--- src/rtl/hack_soc_pkg.sv ---
// Shared constants and types for the SRAM port arbiter: default widths,
// FSM state encoding and port identifiers.
package hack_soc_pkg;

    localparam int WORD_WIDTH     = 16;
    localparam int ADDRESS_WIDTH  = 15;
    localparam int B_STARVE_LIMIT = 4;

    typedef enum logic [1:0] {
        IDLE      = 2'd0,
        ISSUE     = 2'd1,
        WAIT_BUSY = 2'd2,
        WAIT_DONE = 2'd3
    } arb_state_e;

    typedef enum logic {
        PORT_A = 1'b0,
        PORT_B = 1'b1
    } arb_port_e;

    // Counter width able to hold 0..limit.
    function automatic int starve_cnt_width(input int limit);
        return (limit < 1) ? 1 : $clog2(limit + 1);
    endfunction

endpackage

--- src/rtl/sram_arb_port_latch.sv ---
// One-deep pending-request slot for a single arbiter port. A new request is
// accepted when the slot is empty or is being retired in the same cycle.
module sram_arb_port_latch #(
    parameter int WORD_WIDTH    = hack_soc_pkg::WORD_WIDTH,
    parameter int ADDRESS_WIDTH = hack_soc_pkg::ADDRESS_WIDTH
) (
    input  logic                     clk_i,
    input  logic                     reset_i,
    input  logic                     req_i,
    input  logic                     we_i,
    input  logic [ADDRESS_WIDTH-1:0] addr_i,
    input  logic [WORD_WIDTH-1:0]    wdata_i,
    input  logic                     clear_i,
    output logic                     pending_o,
    output logic                     we_o,
    output logic [ADDRESS_WIDTH-1:0] addr_o,
    output logic [WORD_WIDTH-1:0]    wdata_o
);

    logic                     pending_q, pending_d;
    logic                     we_q, we_d;
    logic [ADDRESS_WIDTH-1:0] addr_q, addr_d;
    logic [WORD_WIDTH-1:0]    wdata_q, wdata_d;

    always_comb begin
        pending_d = pending_q;
        we_d      = we_q;
        addr_d    = addr_q;
        wdata_d   = wdata_q;
        if (req_i && (!pending_q || clear_i)) begin
            pending_d = 1'b1;
            we_d      = we_i;
            addr_d    = addr_i;
            wdata_d   = wdata_i;
        end else if (clear_i) begin
            pending_d = 1'b0;
        end
    end

    always_ff @(posedge clk_i) begin
        if (reset_i) begin
            pending_q <= 1'b0;
            we_q      <= 1'b0;
            addr_q    <= '0;
            wdata_q   <= '0;
        end else begin
            pending_q <= pending_d;
            we_q      <= we_d;
            addr_q    <= addr_d;
            wdata_q   <= wdata_d;
        end
    end

    assign pending_o = pending_q;
    assign we_o      = we_q;
    assign addr_o    = addr_q;
    assign wdata_o   = wdata_q;

endmodule

--- src/rtl/sram_port_arbiter.sv ---
// Two-port (CPU A / host B) arbiter in front of a single SRAM encoder.
// A has priority; B is forced through after B_STARVE_LIMIT consecutive A grants.
module sram_port_arbiter #(
    parameter int WORD_WIDTH     = hack_soc_pkg::WORD_WIDTH,
    parameter int ADDRESS_WIDTH  = hack_soc_pkg::ADDRESS_WIDTH,
    parameter int B_STARVE_LIMIT = hack_soc_pkg::B_STARVE_LIMIT
) (
    input  logic                     clk,
    input  logic                     reset,
    input  logic                     a_req,
    input  logic                     a_we,
    input  logic [ADDRESS_WIDTH-1:0] a_addr,
    input  logic [WORD_WIDTH-1:0]    a_wdata,
    output logic                     a_done,
    output logic [WORD_WIDTH-1:0]    a_rdata,
    input  logic                     b_req,
    input  logic                     b_we,
    input  logic [ADDRESS_WIDTH-1:0] b_addr,
    input  logic [WORD_WIDTH-1:0]    b_wdata,
    output logic                     b_done,
    output logic [WORD_WIDTH-1:0]    b_rdata,
    input  logic                     mem_initialized,
    input  logic                     mem_busy,
    output logic                     mem_request,
    output logic [ADDRESS_WIDTH-1:0] mem_address,
    output logic                     mem_write_enable,
    output logic [WORD_WIDTH-1:0]    mem_data_out,
    input  logic [WORD_WIDTH-1:0]    mem_data_in
);

    import hack_soc_pkg::*;

    localparam int              CNT_W      = starve_cnt_width(B_STARVE_LIMIT);
    localparam logic [CNT_W-1:0] STARVE_MAX = CNT_W'(B_STARVE_LIMIT);

    arb_state_e               state_q, state_d;
    arb_port_e                winner_q, winner_d;
    logic [CNT_W-1:0]         starve_q, starve_d;
    logic [ADDRESS_WIDTH-1:0] addr_q, addr_d;
    logic                     we_q, we_d;
    logic [WORD_WIDTH-1:0]    wdata_q, wdata_d;
    logic                     a_done_q, a_done_d;
    logic                     b_done_q, b_done_d;
    logic [WORD_WIDTH-1:0]    a_rdata_q, a_rdata_d;
    logic [WORD_WIDTH-1:0]    b_rdata_q, b_rdata_d;

    logic                     a_pend, a_pwe, b_pend, b_pwe;
    logic [ADDRESS_WIDTH-1:0] a_paddr, b_paddr;
    logic [WORD_WIDTH-1:0]    a_pwdata, b_pwdata;
    logic                     grant_ok, pick_b;

    sram_arb_port_latch #(
        .WORD_WIDTH    (WORD_WIDTH),
        .ADDRESS_WIDTH (ADDRESS_WIDTH)
    ) u_slot_a (
        .clk_i     (clk),
        .reset_i   (reset),
        .req_i     (a_req),
        .we_i      (a_we),
        .addr_i    (a_addr),
        .wdata_i   (a_wdata),
        .clear_i   (a_done_q),
        .pending_o (a_pend),
        .we_o      (a_pwe),
        .addr_o    (a_paddr),
        .wdata_o   (a_pwdata)
    );

    sram_arb_port_latch #(
        .WORD_WIDTH    (WORD_WIDTH),
        .ADDRESS_WIDTH (ADDRESS_WIDTH)
    ) u_slot_b (
        .clk_i     (clk),
        .reset_i   (reset),
        .req_i     (b_req),
        .we_i      (b_we),
        .addr_i    (b_addr),
        .wdata_i   (b_wdata),
        .clear_i   (b_done_q),
        .pending_o (b_pend),
        .we_o      (b_pwe),
        .addr_o    (b_paddr),
        .wdata_o   (b_pwdata)
    );

    // A slot is retired on its done cycle, so no grant is made then; this also
    // lets a same-cycle re-request compete in the following arbitration.
    assign grant_ok = mem_initialized && !mem_busy && (a_pend || b_pend)
                      && !a_done_q && !b_done_q;
    assign pick_b   = b_pend && (!a_pend || (starve_q == STARVE_MAX));

    always_comb begin
        state_d   = state_q;
        winner_d  = winner_q;
        starve_d  = b_pend ? starve_q : '0;
        addr_d    = addr_q;
        we_d      = we_q;
        wdata_d   = wdata_q;
        a_done_d  = 1'b0;
        b_done_d  = 1'b0;
        a_rdata_d = a_rdata_q;
        b_rdata_d = b_rdata_q;
        case (state_q)
            IDLE: begin
                if (grant_ok) begin
                    state_d = ISSUE;
                    if (pick_b) begin
                        winner_d = PORT_B;
                        addr_d   = b_paddr;
                        we_d     = b_pwe;
                        wdata_d  = b_pwdata;
                        starve_d = '0;
                    end else begin
                        winner_d = PORT_A;
                        addr_d   = a_paddr;
                        we_d     = a_pwe;
                        wdata_d  = a_pwdata;
                        if (b_pend && (starve_q != STARVE_MAX)) begin
                            starve_d = starve_q + CNT_W'(1);
                        end
                    end
                end
            end
            ISSUE: begin
                state_d = WAIT_BUSY;
            end
            WAIT_BUSY: begin
                if (mem_busy) begin
                    state_d = WAIT_DONE;
                end
            end
            WAIT_DONE: begin
                if (!mem_busy) begin
                    state_d = IDLE;
                    if (winner_q == PORT_A) begin
                        a_done_d = 1'b1;
                        if (!we_q) begin
                            a_rdata_d = mem_data_in;
                        end
                    end else begin
                        b_done_d = 1'b1;
                        if (!we_q) begin
                            b_rdata_d = mem_data_in;
                        end
                    end
                end
            end
            default: begin
                state_d = IDLE;
            end
        endcase
    end

    always_ff @(posedge clk) begin
        if (reset) begin
            state_q   <= IDLE;
            winner_q  <= PORT_A;
            starve_q  <= '0;
            addr_q    <= '0;
            we_q      <= 1'b0;
            wdata_q   <= '0;
            a_done_q  <= 1'b0;
            b_done_q  <= 1'b0;
            a_rdata_q <= '0;
            b_rdata_q <= '0;
        end else begin
            state_q   <= state_d;
            winner_q  <= winner_d;
            starve_q  <= starve_d;
            addr_q    <= addr_d;
            we_q      <= we_d;
            wdata_q   <= wdata_d;
            a_done_q  <= a_done_d;
            b_done_q  <= b_done_d;
            a_rdata_q <= a_rdata_d;
            b_rdata_q <= b_rdata_d;
        end
    end

    assign mem_request      = (state_q == ISSUE);
    assign mem_address      = addr_q;
    assign mem_write_enable = we_q;
    assign mem_data_out     = wdata_q;
    assign a_done           = a_done_q;
    assign b_done           = b_done_q;
    assign a_rdata          = a_rdata_q;
    assign b_rdata          = b_rdata_q;

endmodule

--- config.mk ---
export PLATFORM = sky130hd
export DESIGN_NAME = sram_port_arbiter
export DESIGN_NICKNAME = d
export VERILOG_FILES = /design/src/rtl/hack_soc_pkg.sv /design/src/rtl/sram_arb_port_latch.sv /design/src/rtl/sram_port_arbiter.sv
export SDC_FILE = /design/constraint.sdc
export NUM_CORES = 1
export LEC_CHECK = 0
export ABC_AREA = 1
export CORE_UTILIZATION = 50
export CTS_BUF_LIST = sky130_fd_sc_hd__clkbuf_4 sky130_fd_sc_hd__clkbuf_8
export CTS_CLUSTER_DIAMETER = 200
export DETAILED_ROUTE_END_ITERATION = 6
export HOLD_SLACK_MARGIN = 0.03
export PLACE_DENSITY = 0.8
export SLEW_MARGIN = 20
export SYNTH_ARGS = -nofsm -noshare
export SYNTH_HDL_FRONTEND = slang
export SYNTH_SLANG_ARGS = --single-unit
--- constraint.sdc ---
create_clock -name clk -period 1.7 [get_ports clk]
set_input_delay 0.255 -clock clk [delete_from_list [all_inputs] [get_ports clk]]
set_output_delay 0.255 -clock clk [all_outputs]
set_load 0.005 [all_outputs]
==> qor.csv <==
metric;value;unit
ys_top_cells_by_count;nor2_1, nand2_1, dfxtp_1;
grt.busiest_layer;met2;
critPathLaunch;mem_write_enable$_SDFFE_PP0P_;
row_count;38;
maxCapViolations;0;
fp.dieArea;0.0120;sq mm
die_w;110;microns
use_met1;30.3;%
avgSynthCellArea;7.13;sq um
finalSetupTns;0;ns
grt_use_met3;7.77;%
cp_num_cells;1;
drt_first_pass_iters;4;
placed_area;0.00747;sq mm
clock-sinks;138;
dr_total_vias;5280;
total_power;8.25;mW
dpl.hpwl;9310;microns
antenna_found_initial;0;
setup_viol;0;
grt_pass1_wl;22900;microns
timing.final.crit_share;94.3;%
hold_viol_final;0;
grt.met2_usage;40.1;%
dp_cells;1077;
rr_startpoint;starve_q[0]$_SDFF_PP0_;
worstPathCellList;clkdlybuf4s50_1;
tightestPinTransition;0.354;ns
htreeDepth;4;
clock-root-buffer;clkbuf_8;
slowest_stage;clkdlybuf4s50_1;
leakage;3.40;nW
syn_inst;810;
yosysSeqAreaShare;47.8;%
yosys_warnings;0;
synth-async-reset-ratio;0;%
cts_tree;yes;
synth_top_area_cell;dfxtp_1;
drtIter0Drc;341;
cpLargestDelayFamily;buffers and inverters;
setup_ws;0.0976;ns
vdd_drop_max;0.624;mV
crit_end;mem_write_enable;
synth-main-ff-cell;dfxtp_1;
nNetsFinal;1048;
synth_most_common_cell;nor2_1;
finalNonFillerCells;1108;
syn_nets;902;
reg2reg_slack;0.13;ns
drc_errors;0;
pin_count;153;
post_drt_via_cell_ratio;4.77;
final_area;0.00791;sq mm
slew_headroom;76.2;%
slowest_delay;0.52;ns
synth_edf_count;0;
yosysTopAreaCellShare;47.8;%
synth_area;0.00578;sq mm
place.gp.congestion;0.790;
skew;0.0124;ns
grt_max_degree;81;
r2r_cells;9;
cts_buffers;17;
ant_nets;0;
r2r-end;mem_address[2]$_SDFFE_PP0P_;
wirelength;14000;microns
end_kind;output port;
cp.required;1.44;ns
fmax;624;MHz
powerDensity;1040;mW/mm^2
arrival;1.35;ns
drive_above_1_share;9.19;%
worst-path-buf-inv;1;
crit_fanout;4;
final_util;71.7;%
pre_cts_ws;0.0154;ns
antenna_cells;0;
clockBufferDepth;2;
start_util;52.4;%
ys_types;28;
area_delta_synth_final;36.9;%
cts.clk_slew.worst_paths;0.08;ns
finalCriticalPeriod;1.60;ns
finalMaxSlewViolations;0;
clock_latency;0.42;ns
post_cts_buffers;0;
grt_pass1_vias;4948;
port_buffers;152;
worstSetupPathType;flip-flop to output port;
min-delay-path-class;input port to flip-flop;
grt_remaining_overflow;0;
synth_area_leaders;dfxtp_1, nor2_1, nand2_1;
ys_ff_latch;138;
start_kind;flip-flop;
track_usage;24.4;%
status;finished clean;
coreArea;0.0110;sq mm
dieHeight;110;microns
post_drt_wl_per_cell;12.7;microns
worst_hold_slack;0.441;ns
## worst reg2reg max path: cells and delay by family (launching register included)
| kind | cells | cell delay, ns |
|---|---|---|
| AND/OR/NAND/NOR | 6 | 0.61 |
| flip-flops | 1 | 0.39 |
| buffers and inverters | 2 | 0.26 |
| adder cells (fa/ha/maj) | 1 | 0.21 |
## routing by layer
layer	wire (microns)	up-vias
li1	-	2779
met1	6220	2351
met2	6530	138
met3	1110	12
met4	167	0
met5	0	-
## how the worst min path moves through the flow
| stage | start | endpoint | cells after the start |
|---|---|---|---|
| 4_1_cts | mem_data_in[1] | a_rdata[1]$_SDFFE_PP0P_ | 3 |
| 3_3_place_gp | u_slot_b.wdata_o[14]$_SDFFE_PP0P_ | u_slot_b.wdata_o[14]$_SDFFE_PP0P_ | 2 |
| 5_1_grt | mem_data_in[0] | a_rdata[0]$_SDFFE_PP0P_ | 3 |
| 3_5_place_dp | u_slot_b.wdata_o[12]$_SDFFE_PP0P_ | u_slot_b.wdata_o[12]$_SDFFE_PP0P_ | 2 |
| 2_1_floorplan | reset | u_slot_a.pending_o$_SDFFE_PP0P_ | 1 |
| 6_report | mem_data_in[8] | b_rdata[8]$_SDFFE_PP0P_ | 3 |
## layout by cell type, fill, tap and decap left out, types with 3 or more instances in the layout
| cell | instances |
|---|---|
| inv_6 | 3 |
| bufinv_16 | 4 |
| buf_4 | 9 |
| clkbuf_8 | 17 |
| nor2_1 | 237 |
| o21ai_0 | 78 |
| dfxtp_1 | 136 |
| ha_1 | 6 |
| a21oi_2 | 20 |
| a21oi_1 | 17 |
| inv_2 | 5 |
| nand2_1 | 149 |
| clkinvlp_4 | 3 |
| clkdlybuf4s50_1 | 151 |
| clkinv_2 | 3 |
| inv_1 | 76 |
| buf_12 | 10 |
| o21ai_1 | 21 |
## state kept, by name, summed over array words and instances, names as in the netlist, 2 cells and up
register,cells
starve_q,3
state_q,2
u_slot_b.wdata_o,16
mem_address,15
u_slot_b.addr_o,15
a_rdata,16
u_slot_a.wdata_o,16
b_rdata,16
mem_data_out,16
u_slot_a.addr_o,15
## report_power, final
group / switching [mW] / leakage (nW) / internal (mW)
Combinational: 0.868 / 2.06 / 0.817
Clock: 1.31 / 0.209 / 1.60
Sequential: 0.139 / 1.13 / 3.51
## area by class of cell
cell class | instances | area (sq um)
Multi-Input combinational cell | 546 | 2440
Clock inverter | 14 | 196
Sequential cell | 138 | 2770
Timing Repair Buffer | 171 | 1790
Tap cell | 140 | 175
Clock buffer | 17 | 234
Fill cell | 924 | 3120
Inverter | 82 | 309
## repair_timing
action / 4_1_cts / 5_1_grt
cloned: 0 / 0
gates resized for setup: 3 / 1
hold buffers: 0 / 0
pin swaps: 0 / 0
endpoints found under the setup margin: 2 / 6
## cell families (layout without fill, tap and decap cells)
| logic type | count (synthesis) | in the layout | synth area share, % |
|---|---|---|---|
| simple gates | 403 | 403 | 27.6 |
| fa+ha+maj | 6 | 6 | 1.30 |
| flops | 138 | 138 | 47.8 |
| buf+inv | 126 | 284 | 10.1 |
| compound gates | 137 | 137 | 13.2 |
(Power assumes the default switching activity.)
